File: config.mk
export PLATFORM = sky130hd
export DESIGN_NAME = cache_pmem_arbiter
export DESIGN_NICKNAME = d
export VERILOG_FILES = /design/src/rtl/cache_pmem_arbiter.sv
export SDC_FILE = /design/constraint.sdc
export NUM_CORES = 1
export LEC_CHECK = 0
export ABC_AREA = 1
export BUFFER_PORTS_ARGS = -buffer_cell sky130_fd_sc_hd__buf_2
export CORE_AREA = 3 3 538 540
export DETAILED_ROUTE_END_ITERATION = 8
export DIE_AREA = 0 0 541 543
export PLACE_DENSITY = 0.3
export SYNTH_ARGS = -nofsm -noshare
export SYNTH_HDL_FRONTEND = slang
export SYNTH_SLANG_ARGS = --single-unit
File: constraint.sdc
create_clock -name clk -period 2.6 [get_ports clk]
set_clock_uncertainty 0.05 [all_clocks]
set_input_delay 0.13 -clock clk [delete_from_list [all_inputs] [get_ports clk]]
set_output_delay 0.13 -clock clk [all_outputs]
set_load 0.05 [all_outputs]
File: src/rtl/cache_pmem_arbiter.sv
// Shares one pmem port between I-cache fills and D-cache fills/writebacks; `ARB_RR_EN selects round-robin I/D.
// Latency: strobe from the cycle after the grant edge; resp is combinational on pmem_resp for the winner only.
// Backpressure: requests are levels held until resp; losers wait, and one IDLE cycle separates transactions.
module cache_pmem_arbiter #(
  parameter int ADDR_W = 32,
  parameter int LINE_W = 256
) (
  input  logic              clk,
  input  logic              rst_n,
  input  logic              i_read,
  input  logic [ADDR_W-1:0] i_addr,
  output logic [LINE_W-1:0] i_rdata,
  output logic              i_resp,
  input  logic              d_read,
  input  logic              d_write,
  input  logic [ADDR_W-1:0] d_addr,
  input  logic [LINE_W-1:0] d_wdata,
  output logic [LINE_W-1:0] d_rdata,
  output logic              d_resp,
  output logic              pmem_read,
  output logic              pmem_write,
  output logic [ADDR_W-1:0] pmem_addr,
  output logic [LINE_W-1:0] pmem_wdata,
  input  logic [LINE_W-1:0] pmem_rdata,
  input  logic              pmem_resp
);

  typedef enum logic [1:0] {
    IDLE = 2'd0,
    I_RD = 2'd1,
    D_RD = 2'd2,
    D_WR = 2'd3
  } state_t;

  state_t            state_q;
  state_t            state_d;
  logic [ADDR_W-1:0] addr_q;
  logic [LINE_W-1:0] wdata_q;
  logic              d_req;
  logic              d_wins;
  logic              grant;

  assign d_req = d_write | d_read;

`ifdef ARB_RR_EN
  // last_grant_q: 0 = I-cache, 1 = D-cache
  logic last_grant_q;

  assign d_wins = d_req & (~i_read | ~last_grant_q);

  always_ff @(posedge clk or negedge rst_n) begin
    if (!rst_n) begin
      last_grant_q <= 1'b0;
    end else if (grant) begin
      last_grant_q <= (state_d != I_RD);
    end
  end
`else
  assign d_wins = d_req;
`endif

  always_comb begin
    state_d = state_q;
    case (state_q)
      IDLE: begin
        if (d_wins) begin
          // writeback drains the victim line before the fill that replaces it
          state_d = d_write ? D_WR : D_RD;
        end else if (i_read) begin
          state_d = I_RD;
        end
      end
      I_RD, D_RD, D_WR: begin
        if (pmem_resp) begin
          state_d = IDLE;
        end
      end
      default: state_d = IDLE;
    endcase
  end

  assign grant = (state_q == IDLE) && (state_d != IDLE);

  always_ff @(posedge clk or negedge rst_n) begin
    if (!rst_n) begin
      state_q <= IDLE;
    end else begin
      state_q <= state_d;
    end
  end

  // Address/data are frozen at the grant so the requester may change its inputs freely afterwards.
  always_ff @(posedge clk or negedge rst_n) begin
    if (!rst_n) begin
      addr_q  <= '0;
      wdata_q <= '0;
    end else if (grant) begin
      addr_q <= (state_d == I_RD) ? i_addr : d_addr;
      if (state_d == D_WR) begin
        wdata_q <= d_wdata;
      end
    end
  end

  assign pmem_read  = (state_q == I_RD) || (state_q == D_RD);
  assign pmem_write = (state_q == D_WR);
  assign pmem_addr  = addr_q;
  assign pmem_wdata = wdata_q;

  assign i_resp  = (state_q == I_RD) & pmem_resp;
  assign d_resp  = ((state_q == D_RD) || (state_q == D_WR)) & pmem_resp;
  assign i_rdata = pmem_rdata;
  assign d_rdata = pmem_rdata;

endmodule

Yosys cells after proc, flatten, opt, wreduce, memory -nomap -nowiden
Cells that the tools add are included.
{"block": "word_totals", "register_bits": 290, "latchBits": 0, "ram_bits": 0, "romBits": 0, "word_cells": 24, "memories": 0}
{"block": "op_classes", "n_addsub": 0, "multipliers": 0, "n_div": 0, "n_lt_le_gt_ge": 0, "n_eq_ne": 5, "n_shift": 0, "n_mux": 6, "bitwise_logic": 3, "reduce_logical": 7}
{"op": "32-bit two-way mux", "n": 1}
{"op": "2-bit == test (second input constant)", "n": 3}
{"op": "2-bit two-way mux", "n": 3}
{"op": "2-bit by 1-bit == test with 1-bit output (second input constant)", "n": 2}
{"op": "2-bit case mux with 2 select lines", "n": 1}
{"op": "3-bit OR reduction", "n": 1}
{"op": "1-bit bitwise AND", "n": 2}
{"op": "2-bit logical NOT", "n": 1}
{"op": "1-bit logical OR", "n": 2}
{"op": "2-bit AND reduction", "n": 1}
{"op": "2-bit nonzero test", "n": 1}
{"op": "1-bit logical AND", "n": 1}
{"op": "1-bit two-way mux", "n": 1}
{"op": "1-bit OR", "n": 1}

Depth between registers and ports, before layout
Gate-level depths: netlist of run 1.
{"block": "depth", "ltp_word": 6, "mapped_depth": 10, "ltp_nobuf": 9}

Worst setup path before layout of run 1
No wires, ideal clock.
{"block": "synth_path", "path_type": "reg2out", "start": "register state_q[0]", "end": "output port d_resp", "arrival_ns": 1.645, "t_required_ns": 2.420, "slack_ns": 0.775, "stages_incl_launch_ff": 4, "cell_sequence": "dfrtp_1 ha_1 nor2_1 nor2_1"}
{"block": "synth_between", "elab_chain_cells": 3}
{"element": "from (decl)", "line_no": "35", "source": "state_t state_q;"}
{"element": "from (signal assigned)", "line_no": "88", "source": "state_q <= state_d;"}
{"element": "2-bit == test"}
{"element": "via pmem_write", "line_no": "21", "source": "output logic pmem_write,"}
{"element": "1-bit logical OR", "line_no": "111", "source": "assign d_resp = ((state_q == D_RD) || (state_q == D_WR)) & pmem_resp;"}
{"element": "1-bit bitwise AND", "line_no": "111"}
{"element": "to (decl)", "line_no": "19", "source": "output logic d_resp,"}
The timed path passes the listed nets, and every way through them passes these cells.

Worst setup path after layout of run 1
{"block": "layout_path", "start": "register state_q[1]", "end": "register addr_q[16] (netlist: pmem_addr[16])"}
{"block": "layout_between", "elab_chain_cells": 5}
{"element": "2-bit == test, or another cell as far along", "line_no": "64", "source": "case (state_q)"}
{"element": "3-bit OR reduction or 2-bit two-way mux (tied branches)", "line_no": "64, 66"}
{"element": "2-bit case mux with 2 select lines", "line_no": "64"}
{"element": "2-bit by 1-bit == test with 1-bit output or 2-bit nonzero test (tied branches)", "line_no": "98, 82"}
{"element": "32-bit two-way mux or 1-bit logical AND (tied branches)", "line_no": "98, 82"}
{"element": "to (signal assigned)", "line_no": "98", "source": "addr_q <= (state_d == I_RD) ? i_addr : d_addr;"}
{"element": "to (decl)", "line_no": "37", "source": "logic [ADDR_W-1:0] addr_q;"}
Several ways; a longest one is shown, not always the timed one.
A chain may end at the register's enable or synchronous reset.

==> qor.yml, run 1 <==
pwr:
  ir_worst_vdd_mv: 0.673
  seqPwrFrac: 0.237
  power_switching_share: 0.564
  p_leak_nw: 11.7
  p_total_mw: 34.4
  intPower_mw: 15.0
  pwr-share-clk: 0.192
  power-per-cell-area_nw_per_um2: 1390
  power.switching_mw: 19.4
  comb_power_share: 0.571
placement:
  port_buffers: 617
  dpl.cell_count: 5744
  place_area_um2: 20000
  dp_hpwl_mm: 110
  routabilityCongestion: 0.834
  dp_slack_ps: 319
final_layout:
  syn_to_final_growth_pct: 57.6
  drive_gt1_frac: 0.314
  final_cell_mix: "616 x buf_2, 329 x inv_1, 325 x nand2_1, 324 x dlygate4sd3_1, 290 x dfrtp_1"
  layout_commonest_cell: "buf_2"
  final_cells: 6154
  finalNetCount: 2939
  finish.utilization: 0.0872
  stdcell_area_um2: 24800
routing:
  route.detailed.drc: 0
  first_pass_iters: 5
  totalWireLength_mm: 127
  via_per_inst: 2.25
  wl_per_cell_um: 20.6
  num_vias: 13800
  drtAntennaViolNets: 0
  drt_iter0_markers: 865
synthesis:
  synth_area_leader_cell: "dfrtp_1"
  yosys.cell_types.count: 14
  syn_nets: 2485
  synthTopCellsByArea: "dfrtp_1 46%, buf_4 24%, o21ai_0 8.2%"
  synth_top_family_by_area: "buffers and inverters"
  synth_xor_area_frac: 0
  ys_ff_latch: 290
  synth_mux_area_frac: 0
  yosysWarningCount: 0
  synth-compound-area-share: 0.0829
  syn_area_um2: 15800
  synth_seq_area_share: 0.461
  yosys.area_share.simple: 0.110
  synth.top_cell.area_share: 0.461
  synth_fa_ha_area_frac: 0.00318
  avgSynthCellArea_um2: 8.30
  synthCells: 1899
grt:
  grt_start_max_net_pins: 72
  grt.overflow.total: 0
  grt_pass1_vias: 14300
  antenna_found_initial: 46
  track_usage: 0.0830
  grt_first_pass_wirelength_mm: 158
clock_network:
  h-tree-depth: 2
  clk_path_buf_depth: 3
  cts_root_buf: "clkbuf_16"
  cts.sinks: 290
  worstSkewPairLatency_ps: 670
  cts_tree: "built"
  clk_pin_slew_worst_paths_ps: 60
  cts_buffers: 45
job:
  maxCapViolations: 0
timing:
  slew_headroom: 0.535
  worst_pin_slew_ps: 698
  final.setup.worst_slack_ps: 149
  max_freq_mhz: 408
  setup_viol: 0
  layout_min_cycle_time_ps: 2450
  final-hold-violation-count: 0
  maxSlewViolCount: 0
  tns_ps: 0
  fin_crit_sh: 0.943
  worst_hold_slack_ps: 76.7
worst_setup_path:
  start_kind: "register"
  critPathKind: "reg2reg"
  cp.arrival_ps: 2960
  required_ps: 3110
  slowest_stage: "dlygate4sd3_1"
  cpPeakStageDelay_ps: 550
  path_common_cell: "nand2_1"
  crit_chain: "inv_1 > ha_2 > inv_1 > nor2_2 > nand2_1 > nand3_4 > buf_6 > nand2_1 > nand3_1 > nand2_1 > dlygate4sd3_1"
  crit_fanout: 14
  cp-end-kind: "register"
floorplan:
  coreArea_um2: 285000
  die_area_um2: 294000
  start_util: 0.0553
  rows: 196
  ioPinCount: 1386
  die_h_um: 543
  fp.dieW_um: 541
worst_hold_path:
  min_path_type: "in2reg"
outcome:
  status: "finished, final reports clean"
state kept, by name, indices dropped and copies added (netlist names):
signal,flops
pmem_wdata,256
pmem_addr,32
state_q,2
critical path, delay by kind of cell (launching register included):
family / cells / cell delay (ps)
buffers and inverters: 4 / 920
adder cells (fa/ha/maj): 1 / 230
AND/OR/NAND/NOR: 6 / 720
flip-flops: 1 / 410
cell usage after synthesis, drive strengths merged:
cell    number
o21ai      259
ha           4
dfrtp      290
nand2      326
inv        329
nor2         4
nand3       99
buf        550
a21oi        2
clkbuf      36
routing by layer:
metal | GRT usage | vias to the layer above | part of all wire
li1 | - | 6130 | -
met5 | 0.000986 | - | 0.00054
met4 | 0.0563 | 6 | 0.075
met3 | 0.0805 | 442 | 0.22
met2 | 0.116 | 1006 | 0.40
met1 | 0.0744 | 6260 | 0.31
worst paths after layout:
check	endpoint	slack (ps)	startpoint	cells after the start
max	pmem_addr[16]$_DFFE_PN0P_	150	state_q[1]$_DFF_PN0_	11
min	state_q[0]$_DFF_PN0_	80	d_write	4
max reg2reg	pmem_addr[16]$_DFFE_PN0P_	150	state_q[1]$_DFF_PN0_	11
min reg2reg	pmem_wdata[46]$_DFFE_PN0P_	430	pmem_wdata[46]$_DFFE_PN0P_	2
max in group asynchronous	pmem_wdata[186]$_DFFE_PN0P_	1110	rst_n	4
min in group asynchronous	pmem_wdata[175]$_DFFE_PN0P_	550	rst_n	3
cell families after synthesis:
family,after synthesis
adders and majority gates,4
and+or+nand+nor,429
DFF,290
buffers and inverters,915
AOI/OAI and AO/OA,261
cell type report:
class	count	area, um2
Sequential cell	290	7260
Clock buffer	61	1290
Multi-Input combinational cell	694	3150
Antenna cell	7	17.5
Inverter	329	1230
Tap cell	3762	4710
Fill cell	33400	260000
Timing Repair Buffer	993	6930
Clock inverter	18	246
repair_timing:
action	CTS	global route
endpoints found under the setup margin	0	13
resized for setup	0	10
hold buffers	325	0
buffers inserted	0	0
hold endpoints to repair	546	0
power by group through the flow:
stage	sequential, mW	combinational [mW]	clock, mW
floorplan	15.5	6.37	0
global placement	8.21	19.4	0
detailed placement	8.19	19.4	0
CTS	8.17	20.1	7.06
global route	8.43	21.2	7.15
finish	8.16	19.6	6.61
Note: power is estimated with default switching activity, not from simulation.
==> run 2, diff against run 1 <==
- CTS_BUF_LIST: default -> sky130_fd_sc_hd__clkbuf_8
- RECOVER_POWER: default -> 25
- SKIP_CTS_REPAIR_TIMING: default -> 1
==> qor.yml, run 2 (synthesis gave the netlist of run 1 again) <==
worst_setup_path:
  cp-end-kind: "register"
  cp.arrival_ps: 2920  # -40 ps
  r2r_start: "state_q[1]$_DFF_PN0_"
  crit_end: "pmem_wdata[54]$_DFFE_PN0P_"
  cp-startpoint: "state_q[1]$_DFF_PN0_"
  cpPeakStageDelay_ps: 410  # -140 ps
  critPathKind: "reg2reg"
  required_ps: 3200  # +90 ps
  timing.rr.end: "pmem_wdata[54]$_DFFE_PN0P_"
  crit_chain: "inv_1 > ha_1 > inv_1 > nor2_1 > nand2_1 > nand3_4 > buf_12 > buf_12 > nand2_1 > o21ai_0"
  start_kind: "register"
  crit_fanout: 40  # +26
  r2r.worst_path.cells: 10  # -1
  rrSetupSlack_ps: 280  # +130 ps
  slowest_stage: "dfrtp_1"
pwr:
  pwr-share-clk: 0.179  # -0.013
  seqPwrFrac: 0.243  # +0.006
  power-per-cell-area_nw_per_um2: 1350  # -2.5%
  p_leak_nw: 11.9  # +1.1%
  ir_worst_vdd_mv: 0.631  # -6.2%
  power_switching_share: 0.576  # +0.0112
  power.switching_mw: 19.3  # -0.54%
  intPower_mw: 14.2  # -5.0%
  p_total_mw: 33.6  # -2.5%
  comb_power_share: 0.578  # +0.007
final_layout:
  layout_commonest_cell: "buf_2"
  finish.utilization: 0.0872  # about the same
  largest_reg_flops: 256  # unchanged
  final_cell_mix: "616 x buf_2, 349 x inv_1, 340 x dlygate4sd3_1, 326 x nand2_1, 290 x dfrtp_1"
  finalNetCount: 2985  # +1.6%
  syn_to_final_growth_pct: 57.7  # about the same
  drive_gt1_frac: 0.316  # +0.00126
  fillerInstances: 33500  # +0.16%
worst_hold_path:
  hold_depth: 6  # +2
  min_path_type: "in2reg"
grt:
  gr-usage-met1: 0.0714  # -0.00302
  grt.busiest_layer: "met2"
  grt_use_met3: 0.0835  # +0.00296
  grt_start_max_net_pins: 72  # unchanged
  antenna_found_initial: 47  # +2.2%
  track_usage: 0.0820  # -0.00102
  grt_first_pass_wirelength_mm: 154  # -2.0%
  grt_pass1_vias: 13300  # -6.9%
  grt.overflow.total: 0  # unchanged
  grtUsageMet2: 0.114  # -0.00281
routing:
  drt_iter0_markers: 855  # -1.2%
  totalWireLength_mm: 128  # +0.97%
  via_per_inst: 2.29  # +1.7%
  route.detailed.drc: 0  # unchanged
  first_pass_iters: 5  # unchanged
  num_vias: 14200  # +2.6%
  wl_per_cell_um: 20.6  # about the same
  drtAntennaViolNets: 0  # unchanged
timing:
  worst_pin_slew_ps: 1370  # +673 ps
  rsz0062_at_grt: "false"
  layout_min_cycle_time_ps: 2320  # -134 ps
  slew_headroom: 0.0861  # -0.449
  worst_hold_slack_ps: 79.9  # +3.20 ps
  final-hold-violation-count: 0  # unchanged
  fin_crit_sh: 0.891  # -0.0515
  max_freq_mhz: 432  # +5.8%
  tns_ps: 0  # unchanged
  setup_viol: 0  # unchanged
  maxSlewViolCount: 0  # unchanged
placement:
  port_buffers: 617  # unchanged
  dp_hpwl_mm: 110  # unchanged
  routabilityCongestion: 0.834  # unchanged
clock_network:
  h-tree-depth: 3  # +1
  cts_tree: "built"
  cts.sinks: 290  # unchanged
  cts_buffers: 74  # +64%
  clk_pin_slew_worst_paths_ps: 60  # about the same
  clk_path_buf_depth: 4  # +1
  worstSkewPairLatency_ps: 810  # +140 ps
  cts_root_buf: "clkbuf_8"
floorplan:
  fp.dieW_um: 541  # unchanged
  start_util: 0.0553  # unchanged
  ioPinCount: 1386  # unchanged
  rows: 196  # unchanged
  die_area_um2: 294000  # unchanged
  die_h_um: 543  # unchanged
  coreArea_um2: 285000  # unchanged
outcome:
  status: "finished, final reports clean"
job:
  maxCapViolations: 0  # unchanged
## run 2: how the worst min path moves through the flow
stage	start	endpoint	slack [ps]
after CTS	rst_n	pmem_wdata[175]$_DFFE_PN0P_	-890
after detailed placement	rst_n	pmem_wdata[175]$_DFFE_PN0P_	100
final	d_addr[1]	pmem_addr[1]$_DFFE_PN0P_	80
after global routing	d_wdata[212]	pmem_wdata[212]$_DFFE_PN0P_	5
after floorplan	rst_n	pmem_addr[0]$_DFFE_PN0P_	-220
after global placement	rst_n	pmem_wdata[175]$_DFFE_PN0P_	110
## run 2: worst max-delay path: cells and delay by family, from the launching register on
kind                       cells  cell delay, ps
AOI/OAI and AO/OA              1              70
buffers and inverters          4             640
and+or+nand+nor                4             640
DFF                            1             410
adders and majority gates      1             250
## run 2: cell type report
| class | instances | area (um2) | share of cell area |
|---|---|---|---|
| sequential | 290 | 7260 | 0.292 |
| timing repair buffer | 1010 | 7080 | 0.285 |
| tap | 3762 | 4710 | 0.189 |
| multi-input combinational | 694 | 3130 | 0.126 |
| inverter | 329 | 1230 | 0.0497 |
| clock buffer | 83 | 1140 | 0.0460 |
| clock inverter | 36 | 289 | 0.0116 |
| antenna | 6 | 15.0 | 0.000604 |
## run 2: per-layer routing
metal	share of wire	wire [um]
met4	0.076	9690
met1	0.30	38700
met5	0.00042	54
met3	0.22	28300
met2	0.40	51300
## run 2: power groups by stage
| stage | combinational, mW | sequential (mW) | clock (mW) |
|---|---|---|---|
| final | 19.4 | 8.17 | 6.00 |
| after global routing | 21.0 | 8.44 | 6.60 |
| after CTS | 19.5 | 8.17 | 6.52 |
| after detailed placement | 19.4 | 8.19 | 0 |
| after global placement | 19.4 | 8.21 | 0 |
| after floorplan | 6.37 | 15.5 | 0 |
## run 2: metrics by stage
| step | setup slack (ps) | cells | instance area, um2 |
|---|---|---|---|
| final | 283 | 6210 | 24900 |
| after global routing | 3.46 | 6207 | 24800 |
| after CTS | 193 | 5863 | 21400 |
| after detailed placement | 319 | 5744 | 20000 |
| after global placement | 297 | 5744 | 20000 |
| after floorplan | 775 | 1899 | 15800 |
==> run 3, diff against run 2 <==
- ABC_AREA: 1 -> 0
- BUFFER_PORTS_ARGS: -buffer_cell sky130_fd_sc_hd__buf_2 -> default
- CORE_AREA: 3 3 538 540 -> 3 3 536 538
- DIE_AREA: 0 0 541 543 -> 0 0 539 541
- DONT_BUFFER_PORTS: default -> 1
==> qor.yml, run 3 <==
outcome:
  status: "finished, violations left"
  violations: "negative hold slack"
synthesis:
  ys_ff_latch: 290  # unchanged
  synth.most_common_cell: "buf_4"
  synthTopCellsByArea: "dfrtp_1 45%, buf_4 24%, mux2_4 22%"
  synth_edf_count: 0  # unchanged
  synthCells: 1255  # -34%
  syn_nets: 1841  # -26%
  synth_flop_cell: "dfrtp_1"
  synth_area_leader_cell: "dfrtp_1"
  synth_seq_area_share: 0.452  # -0.00889
  syn_area_um2: 16100  # +2.0%
  synth.top_cell.area_share: 0.452  # -0.00889
  synthArstFlopShare: 1.00  # unchanged
  yosysWarningCount: 0  # unchanged
  avgSynthCellArea_um2: 12.8  # +54%
  yosys.cell_types.count: 24  # +10
  yosys-top-cells-count: "515 x buf_4, 290 x dfrtp_1, 240 x mux2_4"
final_layout:
  finish.utilization: 0.0804  # -0.00682
  finalNetCount: 1822  # -39%
  register_area_um2: 7260  # unchanged
  largest_reg_flops: 256  # unchanged
  syn_to_final_growth_pct: 41.4
  fillerInstances: 32600  # -2.5%
  drive_gt1_frac: 0.302  # -0.0142
  final_cell_mix: "446 x dlygate4sd3_1, 290 x dfrtp_1, 240 x mux2_4, 69 x clkbuf_8, 34 x nor2_1"
  final_cells: 5047  # -19%
  multi_input_area_um2: 4600  # +47%
  layout_commonest_cell: "dlygate4sd3_1"
placement:
  dp_hpwl_mm: 113  # +3.3%
  dp_slack_ps: 356  # +36.8 ps
  dpl.cell_count: 4476  # -22%
  routabilityCongestion: 0.749  # -10%
  port_buffers: 0  # -100%
pwr:
  ir_worst_vdd_mv: 0.457  # -28%
  power-per-cell-area_nw_per_um2: 1390  # +2.6%
  p_leak_nw: 8.67  # -27%
timing:
  maxSlewViolCount: 0  # unchanged
  final-hold-violation-count: 290  # +290
  worst_pin_slew_ps: 945  # -426 ps
  final.setup.worst_slack_ps: 84.3  # -198 ps
  rsz0062_at_grt: "false"
  tns_ps: 0  # unchanged
  fin_crit_sh: 0.968  # +0.0763
  slew_headroom: 0.370  # +0.284
  max_freq_mhz: 398  # -7.9%
  setup_viol: 0  # unchanged
  layout_min_cycle_time_ps: 2520  # +198 ps
  worst_hold_slack_ps: -942  # -1020 ps
worst_setup_path:
  slowest_stage: "dlygate4sd3_1"
  cp.arrival_ps: 3070  # +150 ps
  crit_chain: "inv_1 > ha_1 > o21ai_4 > buf_12 > buf_4 > mux2_4 > dlygate4sd3_1"
  cpPeakStageDelay_ps: 550  # +140 ps
  critPathKind: "reg2reg"
  required_ps: 3150  # -50 ps
  start_kind: "register"
  rrSetupSlack_ps: 80  # -200 ps
  cp-end-kind: "register"
  crit_fanout: 16  # -60%
floorplan:
  die_h_um: 541  # -0.37%
  coreArea_um2: 283000  # -0.85%
  fp.dieW_um: 539  # -0.37%
  rows: 195  # -0.51%
  ioPinCount: 1386  # unchanged
  start_util: 0.0569  # +0.00157
  die_area_um2: 292000  # -0.74%
routing:
  totalWireLength_mm: 130  # +1.3%
  drt_iter0_markers: 451  # -47%
  via_per_inst: 1.91  # -17%
  drtAntennaViolNets: 0  # unchanged
  route.detailed.drc: 0  # unchanged
  wl_per_cell_um: 25.7  # +25%
  first_pass_iters: 5  # unchanged
  num_vias: 9642  # -32%
grt:
  antenna_found_initial: 60  # +28%
  grt_pass1_vias: 7895  # -41%
  grt_first_pass_wirelength_mm: 147  # -4.9%
  grt_start_max_net_pins: 291  # +300%
  grt.overflow.total: 0  # unchanged
  track_usage: 0.0825  # +0.000542
clock_network:
  cts_root_buf: "clkbuf_8"
  clk_path_buf_depth: 3  # -1
  cts_buffers: 55  # -26%
  clk_pin_slew_worst_paths_ps: 70  # about the same
  h-tree-depth: 2  # -1
  cts.sinks: 290  # unchanged
  cts_tree: "built"
  worstSkewPairLatency_ps: 740  # -70 ps
job:
  maxCapViolations: 0  # unchanged
worst_hold_path:
  min_path_type: "in2async"
==> run 3: changes by cell type after synthesis, moves of 17 or more <==
cell,change
o21ai_0,-225
nand2_1,-326
clkbuf_1,-28
mux2_2,+17
buf_6,+24
a31oi_1,+32
inv_1,-326
buf_2,-23
mux2_4,+240
nand3_1,-66
nor2_1,+30
==> run 3: per-layer routing <==
layer	vias to the layer above	track usage	routed length [um]
met1	4417	0.0448	25200
met4	0	0.0312	6440
met2	1270	0.151	65900
li1	3678	-	-
met3	277	0.0962	32200
met5	-	0	0
==> run 3: final timing paths <==
kind	start	endpoint	cells past startpoint
max	state_q[0]$_DFF_PN0_	pmem_wdata[251]$_DFFE_PN0P_	7
min in group clk	i_addr[9]	pmem_addr[9]$_DFFE_PN0P_	3
min	rst_n	pmem_wdata[233]$_DFFE_PN0P_	0
min reg2reg	pmem_wdata[164]$_DFFE_PN0P_	pmem_wdata[164]$_DFFE_PN0P_	1
max in group asynchronous	rst_n	pmem_wdata[189]$_DFFE_PN0P_	0
max reg2reg	state_q[0]$_DFF_PN0_	pmem_wdata[251]$_DFFE_PN0P_	7
==> run 3: kinds of logic after synthesis <==
family                   count (synthesis)  synth area share
buffers and inverters                  564             0.264
flip-flops                             290             0.452
multiplexers                           257             0.236
AO/OA/AOI/OAI                           70            0.0250
AND/OR/NAND/NOR                         70            0.0199
adder cells (fa/ha/maj)                  4           0.00311
==> run 3: power breakdown <==
group	total, mW	switching [mW]	leakage [nW]	internal (mW)
registers	18.4	11.8	3.39	6.65
clock network	5.31	2.31	0.706	3.00
logic	7.73	2.88	4.57	4.86
total	31.5	17.0	8.67	14.5
==> run 3: layout make-up <==
class / count / area share
Antenna cell: 24 / 0.00264
Clock buffer: 69 / 0.0418
Clock inverter: 32 / 0.0140
Inverter: 5 / 0.000826
Multi-Input combinational cell: 401 / 0.202
Sequential cell: 290 / 0.320
Tap cell: 3743 / 0.206
Timing Repair Buffer: 483 / 0.213
==> run 3: critical path: cells and delay by family, from the launching register on <==
| family | cells | cell delay [ps] |
|---|---|---|
| flops | 1 | 440 |
| compound gates | 1 | 130 |
| buf+inv | 4 | 1070 |
| mux | 1 | 290 |
| fa+ha+maj | 1 | 360 |
==> run 3: per-stage QoR <==
step	hold WS, ps	power [mW]	area [um2]
2_1_floorplan	-216	24.1	16100
3_3_place_gp	-207	25.6	16900
3_5_place_dp	-208	25.6	16900
4_1_cts	-1070	31.2	18200
5_1_grt	-1040	33.0	22700
6_report	-942	31.5	22700
